--- src/rtl/mips_run_control.sv ---
// Run/step/breakpoint controller ahead of the single-cycle MIPS core; produces cpu_step.
// Optional syscall halt is enabled with `define MIPS_RUNCTL_SYSCALL_HALT_EN.
module mips_run_control #(
  parameter int DEBOUNCE_CYCLES = 16,
  parameter int PC_WIDTH        = 18
) (
  input  logic                clk,
  input  logic                reset,
  input  logic                i_btn_run,
  input  logic                i_btn_step,
  input  logic                i_btn_halt,
  input  logic                i_bp_enable,
  input  logic [PC_WIDTH-1:0] i_bp_addr,
  input  logic [PC_WIDTH-1:0] i_pc,
  input  logic [31:0]         i_inst,
  output logic                o_cpu_step,
  output logic                o_running,
  output logic                o_halted,
  output logic [31:0]         o_cycle_count
);

  localparam int CW = (DEBOUNCE_CYCLES > 1) ? $clog2(DEBOUNCE_CYCLES) : 1;
  localparam logic [CW-1:0] CNT_LAST = CW'(DEBOUNCE_CYCLES - 1);

  typedef enum logic [1:0] {S_HALT, S_STEP, S_RUN} state_t;

  logic [2:0] w_btn;
  logic [2:0] w_press;
  logic       w_run_p;
  logic       w_step_p;
  logic       w_halt_p;
  logic       w_bp_hit;
  logic       w_stop;

  state_t     r_state;
  logic       r_running;
  logic       r_halted;
  logic       r_stepping;
  logic       r_bp_armed;
  logic [31:0] r_cycle_count;

  assign w_btn = {i_btn_halt, i_btn_step, i_btn_run};

  for (genvar g = 0; g < 3; g++) begin : g_btn
    logic          r_sync1;
    logic          r_sync2;
    logic          r_deb;
    logic          r_deb_q;
    logic [CW-1:0] r_cnt;

    always_ff @(posedge clk or posedge reset) begin
      if (reset) begin
        r_sync1 <= 1'b0;
        r_sync2 <= 1'b0;
        r_deb   <= 1'b0;
        r_deb_q <= 1'b0;
        r_cnt   <= '0;
      end else begin
        r_sync1 <= w_btn[g];
        r_sync2 <= r_sync1;
        r_deb_q <= r_deb;
        if (r_sync2 == r_deb) begin
          r_cnt <= '0;
        end else if (r_cnt == CNT_LAST) begin
          r_deb <= r_sync2;
          r_cnt <= '0;
        end else begin
          r_cnt <= r_cnt + 1'b1;
        end
      end
    end

    assign w_press[g] = r_deb & ~r_deb_q;
  end

  assign w_run_p  = w_press[0];
  assign w_step_p = w_press[1];
  assign w_halt_p = w_press[2];

  // Arming delays the compare by one executed instruction so a resume steps off the stop point.
  assign w_bp_hit = i_bp_enable & r_bp_armed & (i_pc == i_bp_addr);

`ifdef MIPS_RUNCTL_SYSCALL_HALT_EN
  logic w_syscall;
  logic w_unused_inst;
  assign w_syscall     = r_bp_armed & (i_inst[31:26] == 6'b000000) & (i_inst[5:0] == 6'h0C);
  assign w_unused_inst = ^i_inst[25:6];
  assign w_stop        = w_halt_p | w_bp_hit | w_syscall;
`else
  logic w_unused_inst;
  assign w_unused_inst = ^i_inst;
  assign w_stop        = w_halt_p | w_bp_hit;
`endif

  assign o_cpu_step = r_stepping | (r_running & ~w_stop);

  always_ff @(posedge clk or posedge reset) begin
    if (reset) begin
      r_state    <= S_HALT;
      r_running  <= 1'b0;
      r_halted   <= 1'b1;
      r_stepping <= 1'b0;
      r_bp_armed <= 1'b0;
    end else begin
      case (r_state)
        S_HALT: begin
          if (w_run_p) begin
            r_state    <= S_RUN;
            r_running  <= 1'b1;
            r_halted   <= 1'b0;
            r_bp_armed <= 1'b0;
          end else if (w_step_p) begin
            r_state    <= S_STEP;
            r_stepping <= 1'b1;
            r_halted   <= 1'b0;
          end
        end
        S_STEP: begin
          r_state    <= S_HALT;
          r_stepping <= 1'b0;
          r_halted   <= 1'b1;
        end
        S_RUN: begin
          if (w_stop) begin
            r_state   <= S_HALT;
            r_running <= 1'b0;
            r_halted  <= 1'b1;
          end else begin
            r_bp_armed <= 1'b1;
          end
        end
        default: begin
          r_state    <= S_HALT;
          r_running  <= 1'b0;
          r_halted   <= 1'b1;
          r_stepping <= 1'b0;
        end
      endcase
    end
  end

  always_ff @(posedge clk or posedge reset) begin
    if (reset) begin
      r_cycle_count <= '0;
    end else if (o_cpu_step && (r_cycle_count != 32'hFFFF_FFFF)) begin
      r_cycle_count <= r_cycle_count + 32'd1;
    end
  end

  assign o_running     = r_running;
  assign o_halted      = r_halted;
  assign o_cycle_count = r_cycle_count;

endmodule

--- config.mk ---
export PLATFORM = sky130hd
export DESIGN_NAME = mips_run_control
export DESIGN_NICKNAME = d
export VERILOG_FILES = /design/src/rtl/mips_run_control.sv
export SDC_FILE = /design/constraint.sdc
export NUM_CORES = 1
export LEC_CHECK = 0
export ABC_AREA = 1
export CAP_MARGIN = 20
export CORE_MARGIN = 4
export CORE_UTILIZATION = 35
export DETAILED_ROUTE_END_ITERATION = 8
export GPL_ROUTABILITY_DRIVEN = 0
export SYNTH_ARGS = -nofsm -noshare
export SYNTH_HDL_FRONTEND = slang
export SYNTH_SLANG_ARGS = --single-unit
--- constraint.sdc ---
create_clock -name clk -period 3.25 [get_ports clk]
set_input_delay 0.65 -clock clk [delete_from_list [all_inputs] [get_ports clk]]
set_output_delay 0.65 -clock clk [all_outputs]
set_load 0.05 [all_outputs]
### After elaboration in Yosys (flattened, before gate mapping)

Cells that the tools add are included.

| word-level totals | value |
|---|---|
| register bits | 62 |
| latch bits | 0 |
| RAM bits | 0 |
| ROM bits | 0 |
| bits of input ports | 74 |
| output and inout bits | 35 |
| memories | 0 |

| operators by class | value |
|---|---|
| add/sub/neg operators | 4 |
| $mul | 0 |
| divide/modulo/power cells | 0 |
| $lt $le $gt $ge | 0 |
| equal/unequal tests | 16 |
| shift operators | 0 |
| muxes and demuxes | 23 |
| bitwise logic cells | 17 |
| reduce and logical (&&, ||, !) cells | 10 |

Operators with widths:

| cell | number |
|---|---|
| adder 32 x 1 -> 32 bit, second input constant | 1 |
| inequality test 32 bit, second input constant | 1 |
| two-way mux 4 bit | 6 |
| == test 18 bit | 1 |
| adder 4 x 1 -> 4 bit, second input constant | 3 |
| == test 4 bit, second input constant | 3 |
| inequality test 2 bit, second input constant | 5 |
| two-way mux 1 bit | 9 |
| NOT 1 bit | 9 |
| AND reduction 3 bit | 3 |
| AND reduction 2 bit | 4 |
| bitwise AND 1 bit | 6 |
| two-way mux 2 bit | 3 |
| case mux 1 bit (2 select lines) | 3 |
| case mux 2 bit (2 select lines) | 1 |
| == test 1 bit | 3 |
| inequality test 3 bit, second input constant | 1 |
| case mux 1 bit (3 select lines) | 1 |
| == test 2 x 1 -> 1 bit, second input constant | 1 |
| == test 2 bit, second input constant | 1 |
| logical NOT 2 bit | 1 |
| bitwise OR 1 bit | 2 |
| nonzero test 2 bit | 1 |
| logical AND 1 bit | 1 |

### Longest topological paths before layout

Gate-level depths: netlist of the first run.

| depth | value |
|---|---|
| word-level depth | 7 |
| mapped depth | 13 |

### Worst setup path after synthesis of the first run

Ideal clock, no wire load.

| path | value |
|---|---|
| path type | input to output |
| from | input i_bp_addr[1] |
| to | output o_cpu_step |
| arrival time | 1.890 ns |
| path slack | 0.710 ns |
| cell stages on the path | 9 |
| buffers on the path | 1 |
| cell sequence | inv_1 o21ai_0 nor2_1 nand2_1 nor2_1 nand3_1 nand3_1 nand2_1 clkbuf_1 |

| on the way | value |
|---|---|
| longest elaborated chain between the ends | 6 |

Ends and longest elaborated chain:

| what | line | text |
|---|---|---|
| start, declared | 13 | `input logic [PC_WIDTH-1:0] i_bp_addr,` |
| == test 18 bit | 81 | `assign w_bp_hit = i_bp_enable & r_bp_armed & (i_pc == i_bp_addr);` |
| bitwise AND 1 bit | 81 |  |
| bitwise OR 1 bit | 92 | `assign w_stop = w_halt_p \| w_bp_hit;` |
| NOT 1 bit | 95 | `assign o_cpu_step = r_stepping \| (r_running & ~w_stop);` |
| bitwise AND 1 bit | 95 |  |
| bitwise OR 1 bit | 95 |  |
| end, declared | 16 | `output logic o_cpu_step,` |

Every way passes these cells.

### Worst setup path after layout of the first run

| path | value |
|---|---|
| from | input i_bp_addr[11] |
| to | output o_cpu_step |

The elaborated chain is that of the path after synthesis.

==> impl_metrics.yaml, run 1 <==
outcome:
  status: "finished, final reports clean"
routing:
  vias_per_cell: 4.506
  drt_iter0_drc: 217
  drt-wirelength-per-cell_um: 12.00
  drt_first_pass_iters: 4
  detail-route-antenna-nets: 0
  via_count: 3235
  routed_wl_um: 8613
  drc: 0
setup_path:
  path_max_fanout: 3
  reg2reg_from: "o_cycle_count[0]$_DFFE_PP0P_"
  start_kind: "input port"
  timing.critical_path.to_type: "primary output"
  r2r_end: "o_cycle_count[27]$_DFFE_PP0P_"
  ff2ff_setup_slack_ns: 0.87
  worstSetupPathType: "in -> out"
  required_ns: 2.60
  r2r_cells: 9
  cp.arrival_ns: 2.14
global_routing:
  grt_max_degree: 32
  grtUsageTotal: 0.1522
  grt.overflow.total: 0
  grt_pass1_vias: 3141
  grt_first_pass_wirelength_um: 14480
  antenna_found_initial: 0
clock_network:
  cts.sinks: 62
  hold_buffers: 0
  cts.repair.resized: 0
  clock_path_buffers: 2
  cts-root-buf: "clkbuf_8"
  clk_latency_ns: 0.34
  clk_pin_slew_ns: 0.07
  cts_setup_buffers: 0
  h-tree-depth: 3
  cts_made_buffers: 9
  cts_tree: "yes"
synthesis:
  synth_most_common_cell: "nand2_1"
  synth_top_area_frac: 0.4251
  synth-edff-count: 0
  syn_nets: 576
  synth_top_area_cell: "dfrtp_1"
  syn_avg_cell_area_um2: 7.211
  syn_area_mm2: 0.003591
  ys_warn_count: 0
  synth-seq-cells: 62
  synth_area_leaders: "dfrtp_1 43%, nand2_1 18%, nand3_1 7.0%"
  synthArstFlopShare: 1.000
  yosys.cell_types.count: 29
  synth-seq-area-share: 0.4324
  synth-main-ff-cell: "dfrtp_1"
  netlist_instances: 498
  synth_common_cells: "173 x nand2_1, 66 x inv_1, 64 x nor2_1, 61 x dfrtp_1, 50 x nand3_1"
sta:
  setup_tns_ns: 0
  worst_slack_ns: 0.4582
  finalCritPeriodShare: 0.8590
  hold_viol_final: 0
  fmax_mhz: 358.2
  slew_headroom: 0.6430
  slew_viol_final: 0
  fin_crit_ns: 2.792
  tightest_slew_ns: 0.5339
  rsz0062_at_grt: "no"
  setup_viol: 0
  fin_skew_ns: 0.005689
floorplan:
  die_x_um: 109.3
  dieArea_mm2: 0.01194
  rows: 36
  die_y_um: 109.3
  initial_utilization: 0.3640
  core_region_area_mm2: 0.009864
  io-pin-count: 109
job:
  max_cap_viol_count: 0
placed_design:
  dpl.hpwl_um: 6581
  pre_cts_ws_ns: 0.4198
  io_buffers: 76
min_path:
  whs_endpoint: "g_btn[0].r_sync2$_DFF_PP0_"
  hold_class: "reg -> reg"
  min_path_cells: 0
  hold_start: "g_btn[0].r_sync1$_DFF_PP0_"
finish:
  nFillCells: 989
  antenna_cells: 0
  area.sequential_mm2: 0.001553
  multiInputGateArea_mm2: 0.001733
  drive_gt1_frac: 0.05470
  area_delta_synth_final_pct: 31.60
  finalNetCount: 658
pwr:
  powerDensity_mw_per_mm2: 539.0
  ir_worst_vdd_uv: 396.7
  p_leak_nw: 2.390
[sequential cells by signal (all words and copies together), names as in the netlist]
signal	flops
g_btn.r_cnt	12
g_btn.r_deb	3
g_btn.r_deb_q	3
g_btn.r_sync1	3
g_btn.r_sync2	3
o_cycle_count	32
o_halted	1
o_running	1
r_bp_armed	1
r_state	2
r_stepping	1
[worst max path at each step]
stage                       start    endpoint  slack, ns  cells past startpoint
floorplan            i_bp_addr[1]  o_cpu_step       0.71                      9
global placement         i_pc[14]  o_cpu_step       0.44                     11
detailed placement       i_pc[14]  o_cpu_step       0.42                     11
CTS                      i_pc[14]  o_cpu_step       0.40                     11
global route         i_bp_addr[0]  o_cpu_step       0.23                     11
finish              i_bp_addr[11]  o_cpu_step       0.46                     11
[cell type report]
type | instances | share of cell area
repair buffers | 80 | 0.1694
inverters | 67 | 0.05322
clock inverters | 7 | 0.02065
multi-input cells | 360 | 0.3667
clock buffers | 9 | 0.02621
flip-flops and latches | 62 | 0.3286
well taps | 133 | 0.03521
[per-stage QoR]
stage	instances	area, µm²	hold slack, ns	power [W]	util
after floorplan	498	3591	0.3312	0.001520	-
after detailed placement	702	4504	0.3427	0.001817	0.4566
after CTS	718	4726	0.3607	0.002587	0.4791
after global placement	702	4504	0.3353	0.001805	0.4566
after global routing	718	4726	0.3631	0.002710	0.4791
final	718	4726	0.3571	0.002547	0.4791
[metal layers]
metal	routed length, µm	GRT usage	part of all wire	vias up
li1	-	-	-	1695
met1	4074	0.2048	0.47	1459
met2	3742	0.2408	0.43	74
met3	705	0.04463	0.082	7
met4	91	0.04007	0.011	0
met5	0	0	0	-
[placed cells by master (no fill, tap or decap), types with 4 or more instances in the layout]
master,instances
nor3_1,10
nand3_1,50
nand4_1,4
dfrtp_1,61
inv_1,65
nand2_1,173
clkdlybuf4s50_1,75
buf_4,4
clkbuf_8,9
xor2_1,18
ha_1,4
xnor2_1,17
nor2_1,64
o21ai_0,5
[power breakdown]
part | switching [W] | total (W) | leakage, nW | internal [W]
clock network | 0.000324 | 0.000758 | 0.106 | 0.000434
logic | 0.000554 | 0.000848 | 1.46 | 0.000294
registers | 0.0000854 | 0.000941 | 0.822 | 0.000856
total | 0.000964 | 0.00255 | 2.39 | 0.00158
[cell families after synthesis]
group,after synthesis,share of synthesized area
adder cells (fa/ha/maj),4,0.01394
AO/OA/AOI/OAI,8,0.01150
AND/OR/NAND/NOR,312,0.3686
XOR/XNOR,35,0.08536
multiplexers,1,0.003136
flip-flops,62,0.4324
buffers and inverters,76,0.08502
[worst max-delay path: stages]
cell	delay, ns
clkdlybuf4s50_1	0.48
inv_1	0.04
nand2_1	0.04
o21ai_0	0.07
nor2_1	0.11
nand2_1	0.06
nor2_1	0.09
nand3_1	0.14
nand3_1	0.11
nand2_1	0.15
buf_12	0.20
(Power assumes the default switching activity.)
==> run 2, diff against run 1 <==
--- a/config.mk
+++ b/config.mk
@@ -9,6 +9,7 @@
 export CAP_MARGIN = 20
 export CORE_MARGIN = 4
 export CORE_UTILIZATION = 35
+export CTS_CLUSTER_SIZE = 16
 export DETAILED_ROUTE_END_ITERATION = 8
 export GPL_ROUTABILITY_DRIVEN = 0
 export SYNTH_ARGS = -nofsm -noshare
==> results of run 2 <==
Same layout as run 1: the final DEF is identical, and so are final timing and power.
==> run 3, diff against run 2 <==
--- a/config.mk
+++ b/config.mk
@@ -5,8 +5,7 @@
 export SDC_FILE = /design/constraint.sdc
 export NUM_CORES = 1
 export LEC_CHECK = 0
-export ABC_AREA = 1
-export CAP_MARGIN = 20
+export ABC_AREA = 0
 export CORE_MARGIN = 4
 export CORE_UTILIZATION = 35
 export CTS_CLUSTER_SIZE = 16
==> impl_metrics.yaml, run 3 <==
sta:
  tightest_slew_ns: 0.5862
  finalCritPeriodShare: 0.8981
  rsz0062_at_grt: "no"
  setup_tns_ns: 0
  setup_viol: 0
  hold_viol_final: 0
  worst_slack_ns: 0.3311
  slew_headroom: 0.6086
  slew_viol_final: 0
  fmax_mhz: 342.6
  fin_crit_ns: 2.919
  fin_skew_ns: 0.005661
routing:
  drt_iter0_drc: 46
  drt_first_pass_iters: 4
  detail-route-antenna-nets: 0
  via_count: 2278
  routed_wl_um: 6389
  drc: 0
  drt-wirelength-per-cell_um: 13.74
  vias_per_cell: 4.899
synthesis:
  synth_top_area_frac: 0.4990
  syn_nets: 348
  synth-edff-count: 0
  synth_common_cells: "61 x dfrtp_1, 36 x xnor2_1, 20 x nand3_1, 18 x xor2_1, 16 x nand2_1"
  syn_avg_cell_area_um2: 11.33
  syn_area_mm2: 0.003059
  synth-main-ff-cell: "dfrtp_1"
  synth_area_leaders: "dfrtp_1 50%, xnor2_1 10%, xor2_1 5.2%"
  synth-seq-area-share: 0.5076
  synth_most_common_cell: "dfrtp_1"
  synth_top_area_cell: "dfrtp_1"
  synth-seq-cells: 62
  ys_warn_count: 0
  netlist_instances: 270
  synthArstFlopShare: 1.000
  yosys.cell_types.count: 41
pwr:
  finalPower_w: 0.002137
  p_sw_w: 0.0006576
  powerDensity_mw_per_mm2: 513.1
  clockPowerShare: 0.339
  power_frac_comb: 0.237
  p_int_w: 0.001480
  seqPwrFrac: 0.423
  ir_worst_vdd_uv: 443.7
  p_leak_nw: 1.725
  switching_share: 0.3077
finish:
  drive_gt1_frac: 0.1167
  mostFrequentLayoutCell: "clkdlybuf4s50_1"
  area.sequential_mm2: 0.001553
  design_area_mm2: 0.004165
  final_cell_mix: "75 x clkdlybuf4s50_1, 61 x dfrtp_1, 36 x xnor2_1, 20 x nand3_1, 18 x xor2_1"
  largest_register_ffs: 32
  finalNetCount: 433
  area_delta_synth_final_pct: 36.16
  nFillCells: 778
  multiInputGateArea_mm2: 0.001428
  antenna_cells: 0
  final_util: 0.4994
clock_network:
  cts.sinks: 62
  cts-root-buf: "clkbuf_8"
  clk_latency_ns: 0.33
  cts.repair.resized: 0
  h-tree-depth: 3
  clock_path_buffers: 2
  cts_setup_buffers: 0
  cts_made_buffers: 9
  hold_buffers: 0
  cts_tree: "yes"
  clk_pin_slew_ns: 0.07
min_path:
  hold_class: "reg -> reg"
global_routing:
  antenna_found_initial: 0
  grt_first_pass_wirelength_um: 10690
  grt.overflow.total: 0
  grt_max_degree: 36
  grtUsageTotal: 0.1306
  grt_pass1_vias: 2348
setup_path:
  start_kind: "input port"
  crit_family: "buffers and inverters"
  crit_chain: "clkdlybuf4s50_1 > xor2_1 > nor4_1 > nand3_1 > o31a_1 > buf_12"
  timing.critical_path.to_type: "primary output"
  cp.arrival_ns: 2.27
  required_ns: 2.60
  crit_slowest_cell: "clkdlybuf4s50_1"
  path_max_fanout: 2
  slowest_delay_ns: 0.42
  worstSetupPathType: "in -> out"
  cp.buffers_inverters: 2
floorplan:
  core_region_area_mm2: 0.008341
  rows: 33
  initial_utilization: 0.3668
  dieArea_mm2: 0.01030
  die_y_um: 101.5
  die_x_um: 101.5
  io-pin-count: 109
placed_design:
  io_buffers: 76
  dpl.hpwl_um: 4676
  pre_cts_ws_ns: 0.2978
  placed_area_mm2: 0.003951
job:
  max_cap_viol_count: 0
outcome:
  status: "finished, final reports clean"
-- run 3: stage by stage --
step	hold slack (ns)	instances
after floorplan	0.3312	270
after global routing	0.3692	465
after detailed placement	0.3395	449
after global placement	0.3355	449
after CTS	0.3566	465
final	0.3522	465
-- run 3: cell families (layout without fill, tap and decap cells) --
family,count (synthesis),count (layout),synth area share
muxes,6,6,0.02208
DFF,62,62,0.5076
and+or+nand+nor,110,110,0.2344
buffers and inverters,14,104,0.02577
AOI/OAI and AO/OA,20,20,0.03927
adders and majority gates,4,4,0.01636
xor gates and xnor gates,54,54,0.1546
-- run 3: path summary, 6_finish.rpt --
| kind | start | depth (start not counted) | slack [ns] | endpoint |
|---|---|---|---|---|
| setup reg to reg | o_cycle_count[0]$_DFFE_PP0P_ | 6 | 1.06 | o_cycle_count[1]$_DFFE_PP0P_ |
| setup / recovery | i_bp_addr[1] | 6 | 0.33 | o_cpu_step |
| hold / removal | g_btn[2].r_sync1$_DFF_PP0_ | 0 | 0.35 | g_btn[2].r_sync2$_DFF_PP0_ |
| hold reg to reg | g_btn[2].r_sync1$_DFF_PP0_ | 0 | 0.35 | g_btn[2].r_sync2$_DFF_PP0_ |
| min in group asynchronous | reset | 2 | 0.70 | g_btn[0].r_cnt[2]$_DFF_PP0_ |
| max in group asynchronous | reset | 3 | 1.90 | o_halted$_DFFE_PP1P_ |
-- run 3: routing by layer --
metal / up-vias / track usage / part of all wire
li1: 1126 / - / -
met1: 1074 / 0.1735 / 0.47
met2: 68 / 0.1962 / 0.43
met3: 10 / 0.03994 / 0.086
met4: 0 / 0.05828 / 0.018
met5: - / 0 / 0
-- run 3: power by group through the flow --
stage | combinational, W | sequential, W | clock [W]
3_3_place_gp | 0.000508 | 0.000919 | 0
2_1_floorplan | 0.000180 | 0.00106 | 0
5_1_grt | 0.000549 | 0.000915 | 0.000780
6_report | 0.000507 | 0.000905 | 0.000725
4_1_cts | 0.000514 | 0.000905 | 0.000752
3_5_place_dp | 0.000515 | 0.000917 | 0
-- run 3: layout make-up --
type | instances | area share
clock inverters | 6 | 0.02073
clock buffers | 10 | 0.03064
multi-input cells | 194 | 0.3427
flip-flops and latches | 62 | 0.3728
inverters | 9 | 0.008111
well taps | 105 | 0.03154
repair buffers | 79 | 0.1935
